**config.mk**
```make
export PLATFORM = sky130hd
export DESIGN_NAME = cpu_cu
export DESIGN_NICKNAME = d
export VERILOG_FILES = /design/src/rtl/cpu_cu.sv
export SDC_FILE = /design/constraint.sdc
export NUM_CORES = 1
export LEC_CHECK = 0
export ABC_AREA = 1
export ABC_CLOCK_PERIOD_IN_PS = 1620
export BUFFER_PORTS_ARGS = -buffer_cell sky130_fd_sc_hd__buf_2
export CAP_MARGIN = 20
export CORE_MARGIN = 2
export CORE_UTILIZATION = 40
export DETAILED_ROUTE_END_ITERATION = 6
export PLACE_DENSITY = 0.82
export SLEW_MARGIN = 20
export SYNTH_ARGS = -nofsm -noshare
export SYNTH_HDL_FRONTEND = slang
export SYNTH_SLANG_ARGS = --single-unit
```
**constraint.sdc**
```tcl
create_clock -name clock -period 1.62 [get_ports clock]
set_input_delay 0 -clock clock [delete_from_list [all_inputs] [get_ports clock]]
set_output_delay 0 -clock clock [all_outputs]
set_load 0.01 [all_outputs]
```
**src/rtl/cpu_cu.sv**
```systemverilog
// cpu_cu: control unit for the 16-bit RISC CPU.
// Sequences FETCH -> DECODE -> EXECUTE, drives every strobe and select of the
// execution unit, owns the memory read/write handshake and keeps the latched
// {n,z,c} flag register that conditional jumps test.
//
// Handshake: a memory request (mem_rd or mem_wr) is held high, with a stable
// address select, for every cycle the FSM sits in a memory state; the
// transfer completes in the cycle mem_ready is sampled high, and the FSM
// leaves the state at the end of that cycle. mem_ready is ignored in every
// other state.
module cpu_cu #(
    parameter logic [3:0] ALU_PASS_R = 4'hE,
    parameter logic [3:0] ALU_PASS_S = 4'hF
) (
    input  logic        clock,
    input  logic        reset,
    input  logic [15:0] IR,
    input  logic [2:0]  alu_status,
    input  logic        mem_ready,
    output logic        ir_ld,
    output logic        pc_inc,
    output logic        pc_ld,
    output logic        pc_sel,
    output logic        reg_we,
    output logic        adr_sel,
    output logic        s_sel,
    output logic [2:0]  w_adr,
    output logic [2:0]  r_adr,
    output logic [2:0]  s_adr,
    output logic [3:0]  alu_op,
    output logic        mem_rd,
    output logic        mem_wr,
    output logic        halted,
    output logic [2:0]  state
);

    typedef enum logic [2:0] {
        ST_RST    = 3'd0,
        ST_FETCH  = 3'd1,
        ST_DECODE = 3'd2,
        ST_EX_ALU = 3'd3,
        ST_EX_LD  = 3'd4,
        ST_EX_ST  = 3'd5,
        ST_EX_JMP = 3'd6,
        ST_HALT   = 3'd7
    } state_t;

    localparam logic [3:0] OP_NOP = 4'h0;
    localparam logic [3:0] OP_LD  = 4'h8;
    localparam logic [3:0] OP_ST  = 4'h9;
    localparam logic [3:0] OP_JMP = 4'hA;
    localparam logic [3:0] OP_JZ  = 4'hB;
    localparam logic [3:0] OP_JN  = 4'hC;
    localparam logic [3:0] OP_JC  = 4'hD;
    localparam logic [3:0] OP_JR  = 4'hE;
    localparam logic [3:0] OP_HLT = 4'hF;

    state_t      state_q, state_d;
    logic [2:0]  flags_q, flags_d;   // {n,z,c} captured from the last ALU instruction
    logic [3:0]  opcode;
    logic        flag_n, flag_z, flag_c;

    // IR[2:0] is not an operand field of any instruction this unit decodes;
    // IR[7:0] as a displacement is consumed by the execution unit's PC adder.
    logic        unused_ir;

    assign opcode    = IR[15:12];
    assign flag_n    = flags_q[2];
    assign flag_z    = flags_q[1];
    assign flag_c    = flags_q[0];
    assign unused_ir = ^IR[2:0];

    // Register-file addresses are fixed instruction fields in every state.
    assign w_adr = IR[11:9];
    assign r_adr = IR[8:6];
    assign s_adr = IR[5:3];
    assign state = state_q;

    // Next-state and flag-update logic.
    always_comb begin
        state_d = state_q;
        flags_d = flags_q;
        case (state_q)
            ST_RST: begin
                state_d = ST_FETCH;
            end
            ST_FETCH: begin
                if (mem_ready) begin
                    state_d = ST_DECODE;
                end
            end
            ST_DECODE: begin
                if (opcode == OP_NOP) begin
                    state_d = ST_FETCH;
                end else if (opcode < OP_LD) begin
                    state_d = ST_EX_ALU;
                end else if (opcode == OP_LD) begin
                    state_d = ST_EX_LD;
                end else if (opcode == OP_ST) begin
                    state_d = ST_EX_ST;
                end else if (opcode == OP_HLT) begin
                    state_d = ST_HALT;
                end else begin
                    state_d = ST_EX_JMP;
                end
            end
            ST_EX_ALU: begin
                // Only ALU instructions refresh the flags; everything else keeps them.
                flags_d = alu_status;
                state_d = ST_FETCH;
            end
            ST_EX_LD: begin
                if (mem_ready) begin
                    state_d = ST_FETCH;
                end
            end
            ST_EX_ST: begin
                if (mem_ready) begin
                    state_d = ST_FETCH;
                end
            end
            ST_EX_JMP: begin
                state_d = ST_FETCH;
            end
            ST_HALT: begin
                state_d = ST_HALT;
            end
            default: begin
                state_d = ST_RST;
            end
        endcase
    end

    // State and flag registers, cleared asynchronously.
    always_ff @(posedge clock or posedge reset) begin
        if (reset) begin
            state_q <= ST_RST;
            flags_q <= 3'b000;
        end else begin
            state_q <= state_d;
            flags_q <= flags_d;
        end
    end

    // Output decode: everything idles low; each state raises only its own strobes.
    // ir_ld, pc_inc and the LD reg_we follow mem_ready in the same cycle.
    always_comb begin
        ir_ld   = 1'b0;
        pc_inc  = 1'b0;
        pc_ld   = 1'b0;
        pc_sel  = 1'b0;
        reg_we  = 1'b0;
        adr_sel = 1'b0;
        s_sel   = 1'b0;
        alu_op  = 4'h0;
        mem_rd  = 1'b0;
        mem_wr  = 1'b0;
        halted  = 1'b0;
        case (state_q)
            ST_FETCH: begin
                mem_rd = 1'b1;
                ir_ld  = mem_ready;
                pc_inc = mem_ready;
            end
            ST_EX_ALU: begin
                reg_we = 1'b1;
                alu_op = opcode;
            end
            ST_EX_LD: begin
                mem_rd  = 1'b1;
                adr_sel = 1'b1;
                s_sel   = 1'b1;
                alu_op  = ALU_PASS_S;
                reg_we  = mem_ready;
            end
            ST_EX_ST: begin
                mem_wr  = 1'b1;
                adr_sel = 1'b1;
                alu_op  = ALU_PASS_S;
            end
            ST_EX_JMP: begin
                case (opcode)
                    OP_JMP: pc_ld = 1'b1;
                    OP_JZ:  pc_ld = flag_z;
                    OP_JN:  pc_ld = flag_n;
                    OP_JC:  pc_ld = flag_c;
                    OP_JR: begin
                        pc_ld  = 1'b1;
                        pc_sel = 1'b1;
                        alu_op = ALU_PASS_R;
                    end
                    default: pc_ld = 1'b0;
                endcase
            end
            ST_HALT: begin
                halted = 1'b1;
            end
            default: begin
                halted = 1'b0;
            end
        endcase
    end

endmodule

```
==> reports/qor.yml <==
std_cell_rows: 13
timing.fmax_mhz: 746.5
grt_pass1_wl_mm: 2.076
arrival_ps: 1340
cts_made_buffers: 3
status: "complete, no violations"
io_pins: 48
synth_top_family_by_area: "simple AND/OR/NAND/NOR gates"
insertion_delay_ps: 240
setup_tns_ps: 0
tightest_slew_ps: 288.1
reg2reg_from: "state[0]"
synth_cell_types: 19
viasPerCell: 4.539
reg2regPathDepth: 6
setup_violations: 0
grt_overflow_total: 0
syn_inst: 90
yosys.area.top_type: "dfrtp_1"
synth_simple_gate_area_share_pct: 39.19
track_usage_pct: 15.36
min_path_type: "in -> out"
drt_drc_violations_left: 0
nets: 137
critPathLaunch: "state[2]"
fin_cells: 128
mostFrequentLayoutCells: "26 x nand2_1, 26 x buf_2, 11 x inv_1, 7 x nand3_1, 7 x nor2_1"
ant_nets: 0
clkTransAtPathRegs_ps: 40
placed_area_um2: 658.1
ys_seq_area_share_pct: 25.70
worstHoldStart: "IR[9]"
cp-end-kind: "output port"
vias: 581
finalCritPeriodShare_pct: 82.69
wl_per_cell_um: 9.406
routed_wl_mm: 1.204
power_density_nw_per_um2: 1683
antenna_cells: 0
finalHoldViolCount: 0
synth_area_um2: 584.3
ctsRootBufferMaster: "clkbuf_4"
syn_to_final_growth_pct: 23.34
ys_ff_latch: 6
syn_area_per_cell_um2: 6.492
maxCapViolations: 0
yosys.area_share.adder_pct: 0
power.leakage_nw: 0.4662
fin_area_um2: 720.7
cp-start-kind: "flop"
ys.warnings.count: 0
cts_tree: "done"
path_max_fanout: 6
gp_congestion: 0.7660
synthTopCellsByArea: "dfrtp_1 26%, nand2_1 17%, buf_4 13%"
hpwl_mm: 1.018
required_ps: 1620
clock_path_buffers: 2
finalClockSkew_ps: 0.7602
die_w_um: 42.22
synth_xor_area_share_pct: 0
drive_gt1_share_pct: 40.71
first_global_vias: 561
clock_sinks: 6
setup_ws_ps: 280.4
fin_util_pct: 54.03
initial_utilization_pct: 43.81
grt_max_degree: 10
hold_depth: 0
port_buffers: 26
synth_top_area_share_pct: 25.70
crit_type: "reg -> out"
antenna_found_initial: 0
drt_iter0_drc: 5
pre_cts_ws_ps: 514.3
ir_drop_v: 0.0009045
relSlewSlack_pct: 80.80
fp.dieH_um: 42.22
fp.coreArea_um2: 1334
dieArea_um2: 1783
min_period_ps: 1340
synth_compound_area_share_pct: 11.35
muxShareOfSynthArea_pct: 0
htree_levels: 1
first_pass_iters: 2
slew_viol_final: 0
place_inst: 121
synth_nets: 112
rsz0062_at_grt: "no"
synthesized netlist by cell type:
cell type / instances
inv_2: 5
nor2_2: 2
nand3_1: 7
buf_4: 10
o21ai_2: 1
o21ai_1: 3
clkinv_1: 1
nand2_1: 26
nand2_4: 1
inv_1: 11
o211ai_2: 1
a21boi_2: 1
nor2_1: 7
a21oi_2: 1
nand3_2: 1
dfrtp_1: 6
o21ai_0: 2
nand2_2: 3
nand3_4: 1
critical path, cell delays in order, from the launching register on:
cell and delay (ps):
dfrtp_1 450, inv_2 140, nand3_4 110, inv_2 130, nand2_1 60, nand3_1 70, buf_2 130
power by group:
part	internal [W]	total, W	switching, W	leakage (nW)
Combinational	0.000302	0.000766	0.000464	0.379
Clock	0.0000833	0.000130	0.0000464	0.0138
Sequential	0.000225	0.000318	0.0000930	0.0737
final timing paths:
check	to	slack, ps
setup / recovery	alu_op[2]	280
hold / removal	w_adr[0]	0.004
setup reg to reg	state[0]	510
hold reg to reg	flags_q[2]	480
max in group asynchronous	flags_q[1]	1230
min in group asynchronous	state[0]	210
what timing repair did:
item | 4_1_cts | 5_1_grt
hold buffers | 4 | 0
setup endpoints to repair | 0 | 0
hold endpoints to repair | 9 | 0
resized for setup | 0 | 0
buffers inserted | 0 | 0
sequential cells by signal (all words and copies together), names as in the netlist:
register / count
flags_q: 3
state: 3
routing by layer:
layer  track usage [%]  part of all wire (%)
met5                 0                     0
met4             12.50                   1.2
met3             3.017                   4.6
met2             25.23                    52
met1             16.89                    42
area by class of cell:
type | instances | area [um^2]
timing repair buffer | 30 | 170.2
inverter | 17 | 63.81
sequential | 6 | 150.1
fill | 138 | 613.1
multi-input combinational | 57 | 295.3
clock buffer | 3 | 22.52
tap | 15 | 18.77
stage by stage:
stage	hold slack, ps	total power (W)
6_report	0.004435	0.001213
5_1_grt	0.01511	0.001338
4_1_cts	0.06862	0.001233
3_5_place_dp	-84.54	0.001089
3_3_place_gp	-92.51	0.001062
2_1_floorplan	-209.0	0.0008583
cells by family (layout without fill, tap and decap cells):
| family | after synthesis | after routing |
|---|---|---|
| flip-flops | 6 | 6 |
| AND/OR/NAND/NOR | 48 | 48 |
| AO/OA/AOI/OAI | 9 | 9 |
| buffers and inverters | 27 | 50 |
No activity file was read; power rests on OpenSTA's default activity.
